**config.mk**
```make
export PLATFORM = sky130hd
export DESIGN_NAME = gray_rx_decoder
export DESIGN_NICKNAME = d
export VERILOG_FILES = /design/src/rtl/gray_rx_decoder.sv
export SDC_FILE = /design/constraint.sdc
export NUM_CORES = 1
export LEC_CHECK = 0
export ABC_AREA = 1
export CORE_MARGIN = 1.5
export CORE_UTILIZATION = 48
export DETAILED_ROUTE_END_ITERATION = 10
export PLACE_DENSITY = 0.72
export SLEW_MARGIN = 30
export SYNTH_ARGS = -nofsm -noshare
export SYNTH_HDL_FRONTEND = slang
export SYNTH_SLANG_ARGS = --single-unit
```
**constraint.sdc**
```tcl
create_clock -name clk -period 1.3 [get_ports clk]
set_input_delay 0.13 -clock clk [delete_from_list [all_inputs] [get_ports clk]]
set_output_delay 0.13 -clock clk [all_outputs]
set_load 0.01 [all_outputs]
```
**src/rtl/gray_rx_decoder.sv**
```systemverilog
// Receive-side gray decoder: synchronises an async gray word, decodes it to binary
// and classifies each sampled transition as hold / step up / step down / illegal.
module gray_rx_decoder #(
  parameter int WIDTH       = 4,
  parameter int SYNC_STAGES = 2,
  parameter int ERR_CNT_W   = 8
) (
  input  logic                 clk,
  input  logic                 rst_n,
  input  logic                 en,
  input  logic                 clr,
  input  logic [WIDTH-1:0]     g_in,
  output logic [WIDTH-1:0]     bin_out,
  output logic                 out_valid,
  output logic                 step_up,
  output logic                 step_dn,
  output logic                 hold,
  output logic                 err,
  output logic                 fault,
  output logic [ERR_CNT_W-1:0] err_cnt
);

  typedef enum logic [1:0] {S_INIT, S_TRACK, S_FAULT} state_t;

  state_t r_state, w_state_nxt;

  logic [SYNC_STAGES-1:0][WIDTH-1:0] r_sync;
  logic [WIDTH-1:0]     w_gs, w_bin, w_diff, w_inc;
  logic                 w_one_bit, w_multi_bit;

  logic [WIDTH-1:0]     r_prev_gray, r_prev_bin, r_bin_out;
  logic                 r_valid, r_up, r_dn, r_hold, r_err, r_fault;
  logic [ERR_CNT_W-1:0] r_err_cnt;

  logic [WIDTH-1:0]     w_prev_gray_nxt, w_prev_bin_nxt, w_bin_out_nxt;
  logic                 w_valid_nxt, w_up_nxt, w_dn_nxt, w_hold_nxt, w_err_nxt, w_fault_nxt;
  logic [ERR_CNT_W-1:0] w_err_cnt_nxt;

  always_ff @(posedge clk or negedge rst_n) begin
    if (!rst_n) r_sync <= '0;
    else        r_sync <= {r_sync[SYNC_STAGES-2:0], g_in};
  end

  assign w_gs = r_sync[SYNC_STAGES-1];

  // Each binary bit is the XOR of all gray bits at or above it.
  for (genvar i = 0; i < WIDTH; i++) begin : g_dec
    assign w_bin[i] = ^w_gs[WIDTH-1:i];
  end

  assign w_diff      = w_gs ^ r_prev_gray;
  assign w_one_bit   = (w_diff != '0) && ((w_diff & (w_diff - WIDTH'(1))) == '0);
  assign w_multi_bit = (w_diff != '0) && !w_one_bit;
  assign w_inc       = r_prev_bin + WIDTH'(1);

  always_ff @(posedge clk or negedge rst_n) begin
    if (!rst_n) r_state <= S_INIT;
    else        r_state <= w_state_nxt;
  end

  always_comb begin
    w_state_nxt = r_state;
    if (clr) begin
      w_state_nxt = S_INIT;
    end else if (en) begin
      case (r_state)
        S_INIT:  w_state_nxt = S_TRACK;
        S_TRACK: if (w_multi_bit) w_state_nxt = S_FAULT;
        S_FAULT: w_state_nxt = S_FAULT;
        default: w_state_nxt = S_INIT;
      endcase
    end
  end

  always_comb begin
    w_prev_gray_nxt = r_prev_gray;
    w_prev_bin_nxt  = r_prev_bin;
    w_bin_out_nxt   = r_bin_out;
    w_valid_nxt     = r_valid;
    w_up_nxt        = 1'b0;
    w_dn_nxt        = 1'b0;
    w_hold_nxt      = 1'b0;
    w_err_nxt       = 1'b0;
    w_fault_nxt     = r_fault;
    w_err_cnt_nxt   = r_err_cnt;
    if (clr) begin
      w_valid_nxt   = 1'b0;
      w_fault_nxt   = 1'b0;
      w_err_cnt_nxt = '0;
    end else if (en) begin
      case (r_state)
        S_INIT: begin
          w_prev_gray_nxt = w_gs;
          w_prev_bin_nxt  = w_bin;
          w_bin_out_nxt   = w_bin;
          w_valid_nxt     = 1'b1;
        end
        S_TRACK: begin
          if (w_diff == '0) begin
            w_hold_nxt = 1'b1;
          end else if (w_one_bit) begin
            w_up_nxt        = (w_bin == w_inc);
            w_dn_nxt        = (w_bin != w_inc);
            w_prev_gray_nxt = w_gs;
            w_prev_bin_nxt  = w_bin;
            w_bin_out_nxt   = w_bin;
          end else begin
            // Illegal change: keep the last good value, latch the fault.
            w_err_nxt     = 1'b1;
            w_fault_nxt   = 1'b1;
            w_err_cnt_nxt = (r_err_cnt == {ERR_CNT_W{1'b1}}) ? r_err_cnt
                                                              : r_err_cnt + ERR_CNT_W'(1);
          end
        end
        S_FAULT: w_fault_nxt = 1'b1;
        default: ;
      endcase
    end
  end

  always_ff @(posedge clk or negedge rst_n) begin
    if (!rst_n) begin
      r_prev_gray <= '0;
      r_prev_bin  <= '0;
      r_bin_out   <= '0;
      r_valid     <= 1'b0;
      r_up        <= 1'b0;
      r_dn        <= 1'b0;
      r_hold      <= 1'b0;
      r_err       <= 1'b0;
      r_fault     <= 1'b0;
      r_err_cnt   <= '0;
    end else begin
      r_prev_gray <= w_prev_gray_nxt;
      r_prev_bin  <= w_prev_bin_nxt;
      r_bin_out   <= w_bin_out_nxt;
      r_valid     <= w_valid_nxt;
      r_up        <= w_up_nxt;
      r_dn        <= w_dn_nxt;
      r_hold      <= w_hold_nxt;
      r_err       <= w_err_nxt;
      r_fault     <= w_fault_nxt;
      r_err_cnt   <= w_err_cnt_nxt;
    end
  end

  assign bin_out   = r_bin_out;
  assign out_valid = r_valid;
  assign step_up   = r_up;
  assign step_dn   = r_dn;
  assign hold      = r_hold;
  assign err       = r_err;
  assign fault     = r_fault;
  assign err_cnt   = r_err_cnt;

endmodule
```
Yosys cells after proc, flatten, opt, wreduce, memory -nomap -nowiden
Index checks and enable logic that the tools add are counted.
{"block": "op_classes", "add_sub_neg": 3, "n_eq_ne": 13, "reduce_logical": 20, "muxes": 43, "bitwise_logic": 3}
{"op": "$mux 8", "n": 6}
{"op": "$mux 1", "n": 26}
{"op": "$mux 4", "n": 4}
{"op": "$pmux 4 s2", "n": 2}
{"op": "$ne 2x2->1 const B", "n": 5}
{"op": "$reduce_and 5->1", "n": 2}
{"op": "$ne 3x3->1 const B", "n": 3}
{"op": "$add 8x1->8 const B", "n": 1}
{"op": "$eq 8x8->1 const B", "n": 1}
{"op": "$logic_not 4->1", "n": 2}
{"op": "$reduce_bool 2->1", "n": 4}
{"op": "$mux 2", "n": 3}
{"op": "$pmux 2 s3", "n": 1}
{"op": "$add 4x1->4 const B", "n": 1}
{"op": "$and 4x4->4", "n": 1}
{"op": "$eq 4x4->1", "n": 1}
{"op": "$ne 4x4->1", "n": 1}
{"op": "$reduce_and 2->1", "n": 2}
{"op": "$reduce_and 4->1", "n": 1}
{"op": "$reduce_bool 4->1", "n": 1}
{"op": "$reduce_xor 4->1", "n": 1}
{"op": "$sub 4x1->4 const B", "n": 1}
{"op": "$xor 4x4->4", "n": 1}
{"op": "$reduce_bool 3->1", "n": 1}
{"op": "other kinds (9)", "n": 10}
{"block": "totals", "out_inout_bits": 18, "register_bits": 32}

Logic depth before layout (Yosys ltp)
Gate-level depths: netlist (run 1).
{"block": "depth", "ltp_word": 11, "ltp_mapped": 11}

Worst setup path after synthesis (run 1)
Ideal clock, no wire load.
{"block": "synth_timing", "path_kind": "reg2reg", "from": "reg r_err_cnt[0], in the netlist err_cnt[0]", "to": "reg r_err_cnt[6], in the netlist err_cnt[6]", "t_arrival_ps": 1282, "setup_slack_ps": -102, "required_time_ps": 1180, "period_less_slack_ps": 1402, "n_path_buf": 0, "path_stages_with_launch": 10, "cell_sequence": "dfrtp_1 > ha_1 > nand3_1 > inv_1 > nand3_1 > nand2_1 > inv_2 > nand3_4 > nand2_1 > nand2_1"}
{"block": "synth_via", "elab_chain_cells": 7, "elab_cells_between_ends": 10}
{"element": "from (decl)", "line_no": "33", "source": "logic [ERR_CNT_W-1:0] r_err_cnt;"}
{"element": "from (signal assigned)", "line_no": "143", "source": "r_err_cnt <= w_err_cnt_nxt;"}
{"element": "$add 8x1->8", "line_no": "112", "source": ": r_err_cnt + ERR_CNT_W'(1);"}
{"element": "$mux 8", "line_no": "111", "source": "w_err_cnt_nxt = (r_err_cnt == {ERR_CNT_W{1'b1}}) ? r_err_cnt"}
{"element": "$mux 8", "line_no": "101", "source": "end else if (w_one_bit) begin"}
{"element": "$mux 8", "line_no": "99", "source": "if (w_diff == '0) begin"}
{"element": "$mux 8", "line_no": "91", "source": "case (r_state)"}
{"element": "$mux 8", "line_no": "90", "source": "end else if (en) begin"}
{"element": "$mux 8", "line_no": "86", "source": "if (clr) begin"}
Parallel ways exist; a longest one is shown, timed or not. The select of a mux whose other input is x is not followed.
A chain may end at the register's enable or synchronous reset.

Worst setup path in the final report (run 1)
{"block": "layout_timing", "from": "reg r_sync (netlist bit w_gs[0])", "to": "reg r_prev_gray[0]"}
{"block": "layout_via", "elab_chain_cells": 7, "elab_cells_between_ends": 13}
{"element": "from (decl)", "line_no": "27", "source": "logic [SYNC_STAGES-1:0][WIDTH-1:0] r_sync;"}
{"element": "from (signal assigned)", "line_no": "41", "source": "else r_sync <= {r_sync[SYNC_STAGES-2:0], g_in};"}
{"element": "$xor 4x4->4", "line_no": "51", "source": "assign w_diff = w_gs ^ r_prev_gray;"}
{"element": "$sub 4x1->4", "line_no": "52", "source": "assign w_one_bit = (w_diff != '0) && ((w_diff & (w_diff - WIDTH'(1))) == '0);"}
{"element": "$and 4x4->4", "line_no": "52"}
{"element": "$logic_not 4->1", "line_no": "52"}
{"element": "$logic_and 1x1->1", "line_no": "52"}
{"element": "$ne 2x2->1 (no line)"}
{"element": "$reduce_and 5->1 (no line)"}
{"element": "to (signal assigned)", "line_no": "134", "source": "r_prev_gray <= w_prev_gray_nxt;"}
{"element": "to (decl)", "line_no": "31", "source": "logic [WIDTH-1:0] r_prev_gray, r_prev_bin, r_bin_out;"}
Parallel ways exist; a longest one is shown, timed or not. The select of a mux whose other input is x is not followed.

==> flow_summary.toml, run 1 <==
[run_status]
status = "finished, violations left"
violations = "setup timing"

[synth]
yosysSeqAreaShare_pct = 45.5
synth_area_sq_um = 1710
syn_inst = 222
synth.area.top_cells = "dfrtp_1 (45%), nand2_1 (18%), inv_1 (5.7%), nand3_1 (5.3%), nor2_1 (4.6%)"
synth_warnings = 0
syn_area_per_cell_sq_um = 7.68
netlist.top_cell.by_area = "dfrtp_1"
synth_top_area_share_pct = 45.5
synth_cell_types = 20
syn_nets = 235
ys_seq_elements = 31

[sta]
fin_crit_sh_pct = 108
setup-violations-final = 17
setup_tns_ns = -1.33
rsz0062_at_grt = "true"
final.setup.worst_slack_ns = -0.105
hold-worst-slack_ns = 0.150
fmax_mhz = 712
slew_violations = 0
tightest_slew_ns = 0.230
hold_violations = 0
fin_crit_ns = 1.41
maxSlewHeadroom_pct = 84.6
fin_skew_ns = 0.00957

[clock_network]
cts.sink_count = 31
clk_pin_slew_worst_paths_ns = 0.10
htree_levels = 2
insertion_delay_ns = 0.33
cts_buffers = 5
clock-root-buffer = "clkbuf_4"
cts_tree = "built"
cts_buffer_depth = 2

[drt]
drtAntennaViolNets = 0
vias = 1616
vias_per_cell = 4.81
drt-initial-drc-count = 69
routedWlPerCell_um = 11.5
first_pass_iters = 4
remaining_drc_errors = 0
drt-total-wl_um = 3860

[floorplanning]
die_y_um = 62.6
core_sq_um = 3360
rows = 21
io_pins = 26
die_w_um = 62.6
start_util_pct = 50.7
dieArea_sq_um = 3920

[worst_hold_path]
hold_class = "primary input to async pin"

[layout]
final_common_cell = "nand2_1"
fin_nets = 302
synthToLayoutAreaGrowth_pct = 44.3
antennaDiodeCount = 0
layout_common_cells = "nand2_1 (74), buf_4 (33), dfrtp_1 (30), inv_1 (25), nor2_1 (19)"
drive_gt1_share_pct = 27.6
fin_util_pct = 73.2
layoutNonFillerInstCount = 336

[pwr]
p_sw_mw = 1.46
power_mw = 3.95
seq_power_share_pct = 31.9
switching_share_pct = 37.1
power_density_nw_per_um2 = 1600
p_clk_share_pct = 20.0
p_int_mw = 2.48
leakage_nw = 1.35
p_comb_share_pct = 48.2
max-vdd-ir-drop_v = 0.00100

[global_routing]
grt_pass1_wl_um = 6680
overflow = 0
grt_pass1_vias = 1560
grt_max_degree = 32
antenna_found_initial = 0
track_usage_pct = 21.4

[setup_path]
worstRegToRegCells = 11
endpoint_kind = "flop"
path_class = "flop to flop"
arrival_ns = 1.63
crit_fanout = 8
critPathLaunchType = "flop"
cp.required_ns = 1.53

[placed_design]
dp_hpwl_um = 2670
routabilityCongestion = 0.815
port_buffers = 25
dp.cells = 320

[run]
drv_cap = 0
## power by group through the flow
| stage | logic, mW | registers [mW] | clock network (mW) |
|---|---|---|---|
| final | 1.90 | 1.26 | 0.788 |
| after global routing | 2.10 | 1.28 | 0.851 |
| after CTS | 1.83 | 1.26 | 0.807 |
| after detailed placement | 1.66 | 1.32 | 0 |
| after global placement | 1.61 | 1.31 | 0 |
| after floorplan | 0.916 | 1.38 | 0 |
## state kept, by name, summed over array words and instances (netlist names), 2 cells and up
register,flops
err_cnt,8
r_prev_gray,4
r_sync,4
w_gs,4
bin_out,3
r_state,2
## what timing repair did
item / 4_1_cts / 5_1_grt
pin swaps: 13 / 2
setup endpoints to repair: 38 / 28
hold buffers: 0 / 0
setup buffers: 7 / 1
cloned: 0 / 0
gates resized for setup: 31 / 17
## cell usage after synthesis
cell type and number:
nand4_1 11, buf_4 1, clkbuf_1 1, nor2_4 2
nand3_1 18, nand2_4 5, inv_1 26, nand3b_1 1
a21oi_1 1, nand2_2 5, o21bai_1 1, nand3_4 1
inv_2 2, nor3_1 2, xor2_1 3, dfrtp_1 31
nor2_1 21, nand2_1 83, ha_1 5, xnor2_1 2
## logic make-up (layout without fill, tap and decap cells)
family / Yosys count / in the layout / synth area share [%]
buffers and inverters: 30 / 98 / 6.82
DFF: 31 / 31 / 45.5
and+or+nand+nor: 149 / 149 / 40.7
adders and majority gates: 5 / 5 / 3.67
xor gates and xnor gates: 5 / 5 / 2.57
AOI/OAI and AO/OA: 2 / 2 / 0.734
## per-layer routing
| metal | GRT usage [%] | share of wire [%] | wire [um] | up-vias |
|---|---|---|---|---|
| met5 | 0 | 0 | 0 | - |
| met4 | 7.22 | 1.7 | 67 | 0 |
| met3 | 5.59 | 4.7 | 180 | 7 |
| met2 | 34.1 | 47 | 1820 | 40 |
| met1 | 28.4 | 46 | 1790 | 743 |
| li1 | - | - | - | 826 |
## area by class of cell
class,instances,area [sq um]
Clock inverter,2,35.0
Timing Repair Buffer,62,544
Multi-Input combinational cell,161,891
Tap cell,46,57.6
Clock buffer,6,51.3
Sequential cell,31,777
Fill cell,289,902
Inverter,28,105
## final timing paths
| check | startpoint | to | slack, ns |
|---|---|---|---|
| setup / recovery | w_gs[0] | r_prev_gray[0] | -0.11 |
| hold / removal | rst_n | hold | 0.15 |
| setup reg to reg | w_gs[0] | r_prev_gray[0] | -0.11 |
| hold reg to reg | r_sync[2] | w_gs[2] | 0.36 |
| max in group asynchronous | rst_n | bin_out[0] | 0.97 |
| min in group clk | g_in[2] | r_sync[2] | 0.23 |
## through the flow
step,setup WS [ns],instance area (sq um)
floorplan,-0.0288,1730
global placement,-0.198,2270
detailed placement,-0.255,2270
CTS,-0.0981,2420
global route,-0.231,2460
finish,-0.105,2460
## critical path, stage by stage, from the launching register on
cell     delay, ns
dfrtp_1       0.43
inv_2         0.06
nand2_1       0.07
nand2_2       0.07
nor2_4        0.12
nand2_2       0.07
nand2_4       0.10
nand2_4       0.08
nand2_8       0.10
nand2_4       0.08
nand2_1       0.07
nand2_1       0.05
Power figures use the tool's default switching activity.
==> run 2: changes to the inputs <==
--- a/config.mk
+++ b/config.mk
@@ -8,6 +8,7 @@
 export ABC_AREA = 1
 export CORE_MARGIN = 1.5
 export CORE_UTILIZATION = 48
+export CTS_BUF_LIST = sky130_fd_sc_hd__clkbuf_8 sky130_fd_sc_hd__clkbuf_16
 export DETAILED_ROUTE_END_ITERATION = 10
 export PLACE_DENSITY = 0.72
 export SLEW_MARGIN = 30
==> flow_summary.toml, run 2 (synthesis gave the netlist of run 1 again) <==
[setup_path]
endpoint_kind = "flop"
cp.required_ns = 1.47
critPathLaunchType = "flop"
arrival_ns = 1.61
crit_fanout = 8
path_class = "flop to flop"

[layout]
fin_util_pct = 74.7
final_common_cell = "nand2_1"
antennaDiodeCount = 0
layoutNonFillerInstCount = 335
design_area_sq_um = 2510
seq_area_sq_um = 777
drive_gt1_share_pct = 27.7
synthToLayoutAreaGrowth_pct = 47.3
layout_common_cells = "nand2_1 (75), buf_4 (31), dfrtp_1 (30), inv_1 (24), nor2_1 (19)"
fin_nets = 301
multi_input_area_sq_um = 907
fill_cells = 288
largest_reg_flops = 8

[clock_network]
cts.sink_count = 31
cts_buffer_depth = 2
insertion_delay_ns = 0.28
holdBufCountCts = 0
clock-root-buffer = "clkbuf_8"
cts_buffers = 5
cts_tree = "built"
clk_pin_slew_worst_paths_ns = 0.07
htree_levels = 2

[sta]
maxSlewHeadroom_pct = 85.4
rsz0062_at_grt = "true"
slew_violations = 0
fin_crit_sh_pct = 110
setup-violations-final = 20
fin_skew_ns = 0.00284
final.setup.worst_slack_ns = -0.136
tightest_slew_ns = 0.218
setup_tns_ns = -1.57
fin_crit_ns = 1.44
fmax_mhz = 696
hold_violations = 0
hold-worst-slack_ns = 0.205

[run_status]
status = "finished, violations left"
violations = "setup timing"

[placed_design]
port_buffers = 25
postPlaceCellArea_sq_um = 2270
dp.cells = 320
routabilityCongestion = 0.815
dp_hpwl_um = 2670
dp_slack_ns = -0.255

[floorplanning]
io_pins = 26
dieArea_sq_um = 3920
die_w_um = 62.6
rows = 21
core_sq_um = 3360
start_util_pct = 50.7
die_y_um = 62.6

[drt]
vias_per_cell = 4.85
remaining_drc_errors = 0
routedWlPerCell_um = 11.6
first_pass_iters = 4
drt-total-wl_um = 3900
drt-initial-drc-count = 76
vias = 1625
drtAntennaViolNets = 0

[pwr]
max-vdd-ir-drop_v = 0.00107
power_density_nw_per_um2 = 1650
power_mw = 4.15
leakage_nw = 1.41

[global_routing]
grt_pass1_vias = 1535
gr-usage-met2_pct = 32.8
grt_busiest_layer = "met2"
antenna_found_initial = 0
grtUsageMet1_pct = 28.2
overflow = 0
grt_pass1_wl_um = 6520
track_usage_pct = 21.2
grt_use_met3_pct = 5.59
grt_max_degree = 32

[worst_hold_path]
hold_class = "primary input to async pin"

[run]
drv_cap = 0
[run 2: where the power goes]
| part | total (mW) | switching, mW | internal [mW] |
|---|---|---|---|
| clock network | 0.981 | 0.361 | 0.620 |
| logic | 1.89 | 1.01 | 0.878 |
| registers | 1.28 | 0.136 | 1.15 |
[run 2: final cells by class]
| cell class | count | share of cell area, % |
|---|---|---|
| Clock buffer | 6 | 3.29 |
| Clock inverter | 2 | 1.39 |
| Inverter | 28 | 4.18 |
| Multi-Input combinational cell | 161 | 36.1 |
| Sequential cell | 31 | 30.9 |
| Tap cell | 46 | 2.29 |
| Timing Repair Buffer | 61 | 21.8 |
[run 2: worst paths after layout]
check	depth (start not counted)	start	slack, ns	to
setup / recovery	11	w_gs[2]	-0.14	r_prev_gray[0]
hold / removal	2	rst_n	0.21	w_gs[3]
setup reg to reg	11	w_gs[2]	-0.14	r_prev_gray[0]
hold reg to reg	0	r_sync[2]	0.35	w_gs[2]
max in group asynchronous	2	rst_n	0.92	bin_out[0]
min in group clk	1	g_in[0]	0.28	r_sync[0]
[run 2: routing by layer]
layer	part of all wire (%)	routed length (um)	up-vias
li1	-	-	828
met1	46	1780	740
met2	47	1820	50
met3	5.8	224	7
met4	1.6	63	0
met5	0	0	-
[run 2: worst max-delay path, cell delays in order, from the launching register on]
cell	delay [ns]
dfrtp_1	0.39
inv_1	0.07
nand2_1	0.07
nand2_2	0.09
nor2_4	0.14
nand2_2	0.07
nand2_4	0.12
nand2_4	0.07
nand2_8	0.11
nand2_8	0.07
nand2_1	0.08
nand2_1	0.06
[run 2: repair_timing]
item                       CTS  global route
pin swaps                   18            10
hold endpoints to repair     0             0
resized for setup           22            17
setup buffers                6             1
setup endpoints to repair   34            24
==> run 3: changes to the inputs <==
--- a/config.mk
+++ b/config.mk
@@ -6,7 +6,6 @@
 export NUM_CORES = 1
 export LEC_CHECK = 0
 export ABC_AREA = 1
-export CORE_MARGIN = 1.5
 export CORE_UTILIZATION = 48
 export CTS_BUF_LIST = sky130_fd_sc_hd__clkbuf_8 sky130_fd_sc_hd__clkbuf_16
 export DETAILED_ROUTE_END_ITERATION = 10
==> constraint.sdc (replaced) <==
create_clock -name clk -period 1.3 [get_ports clk]
set_input_delay 0.325 -clock clk [delete_from_list [all_inputs] [get_ports clk]]
set_output_delay 0.325 -clock clk [all_outputs]
set_load 0.01 [all_outputs]
==> flow_summary.toml, run 3 (synthesis gave the netlist of run 1 again) <==
[clock_network]
insertion_delay_ns = 0.29
cts.sink_count = 31
cts_tree = "built"
htree_levels = 2
cts_buffers = 5
clock-root-buffer = "clkbuf_8"
holdBufCountCts = 0
cts_buffer_depth = 2
clk_pin_slew_worst_paths_ns = 0.06

[sta]
fin_crit_sh_pct = 113
fin_skew_ns = 0.00449
fmax_mhz = 682
tightest_slew_ns = 0.259
slew_violations = 0
setup-violations-final = 20
setup_tns_ns = -2.76
final.setup.worst_slack_ns = -0.166
hold_violations = 0
maxSlewHeadroom_pct = 82.7
rsz0062_at_grt = "true"
fin_crit_ns = 1.47

[layout]
drive_gt1_share_pct = 35.7
fill_cells = 244
antennaDiodeCount = 0
layoutNonFillerInstCount = 343
layout_common_cells = "nand2_1 (63), buf_4 (41), dfrtp_1 (29), inv_1 (22), nand2_2 (20)"
synthToLayoutAreaGrowth_pct = 52.5
largest_reg_flops = 8
design_area_sq_um = 2600
fin_nets = 309
final_common_cell = "nand2_1"

[global_routing]
track_usage_pct = 23.5
antenna_found_initial = 0
gr-usage-met2_pct = 37.2
grt_pass1_wl_um = 6240
grt_max_degree = 32
overflow = 0
grt_use_met3_pct = 7.14
grtUsageMet1_pct = 29.4
grt_busiest_layer = "met2"
grt_pass1_vias = 1472

[drt]
vias_per_cell = 4.88
drt-initial-drc-count = 100
first_pass_iters = 5
remaining_drc_errors = 0
drtAntennaViolNets = 0
vias = 1673
routedWlPerCell_um = 12.3
drt-total-wl_um = 4210

[placed_design]
dp_slack_ns = -0.433
dp.cells = 325
port_buffers = 25
postPlaceCellArea_sq_um = 2290
dp_hpwl_um = 2560
routabilityCongestion = 0.806

[setup_path]
worstRegToRegCells = 11
cp.required_ns = 1.48
path_class = "flop to flop"
r2r-end = "r_prev_gray[2]"
arrival_ns = 1.65
r2r_start = "w_gs[1]"
startpoint = "w_gs[1]"
endpoint_kind = "flop"
critPathLaunchType = "flop"
crit_fanout = 8
r2r_slack_ns = -0.17

[floorplanning]
core_sq_um = 3360
start_util_pct = 50.7
die_w_um = 61.6
io_pins = 26
dieArea_sq_um = 3800
rows = 21
die_y_um = 61.6

[run_status]
violations = "setup timing"
status = "finished, violations left"

[worst_hold_path]
hold_path_depth = 2
hold_class = "primary input to flop"
min_to = "fault"
hold_path_startpoint = "clr"

[pwr]
max-vdd-ir-drop_v = 0.00119
leakage_nw = 1.39
power_density_nw_per_um2 = 1650
power_mw = 4.29

[run]
drv_cap = 0
==> run 3: cell types whose count changed in the layout (fill, tap and decap cells not counted), sizes merged <==
cell / delta
clkdlybuf4s15: +10
clkdlybuf4s50: -3
dlygate4sd2: -8
buf: +8
dlymetal6s2s: -2
clkbuf: +3
==> run 3: final cells by class <==
cell class / count / area (sq um) / area share [%]
multi-input combinational: 161 / 957 / 36.8
sequential: 31 / 778 / 29.9
timing repair buffer: 69 / 582 / 22.4
inverter: 28 / 108 / 4.14
clock buffer: 6 / 82.6 / 3.18
tap: 46 / 57.6 / 2.21
clock inverter: 2 / 35.0 / 1.35
==> run 3: worst max-delay path by stage <==
stage	endpoint	slack (ns)
floorplan	err_cnt[6]	-0.03
detailed placement	r_prev_gray[2]	-0.43
global placement	bin_out[0]	-0.40
global route	r_prev_gray[3]	-0.24
CTS	r_prev_gray[2]	-0.14
finish	r_prev_gray[2]	-0.17
==> run 3: where the power goes <==
group	internal, mW	switching, mW
clock	0.619	0.366
combinational	0.940	1.06
sequential	1.15	0.161
==> run 3: through the flow <==
stage                     utilization, %  hold WS [ns]
after floorplan                        -        0.0294
after global placement              68.1         0.332
after detailed placement            68.1         0.341
after CTS                           74.6         0.356
after global routing                77.3         0.328
final                               77.3         0.302
==> run 3: timing repair <==
item | CTS | global route
pin swaps | 15 | 18
endpoints found under the setup margin | 38 | 31
gates cloned | 0 | 0
hold endpoints to repair | 0 | 0
buffers inserted | 6 | 4
resized for setup | 49 | 29
==> run 3: critical path, cell delays in order (launching register included) <==
cell	delay, ns
dfrtp_1	0.42
inv_2	0.07
nand2_1	0.10
nand2_2	0.09
nor2_4	0.13
nand2_2	0.07
nand2_4	0.11
nand2_4	0.08
nand2_8	0.10
nand2_8	0.08
nand2_2	0.07
nand2_2	0.04
==> run 3: per-layer routing <==
metal / vias to the layer above / wire (um)
met5: - / 0
met4: 0 / 66
met3: 6 / 223
met2: 45 / 2030
met1: 782 / 1890
li1: 840 / -
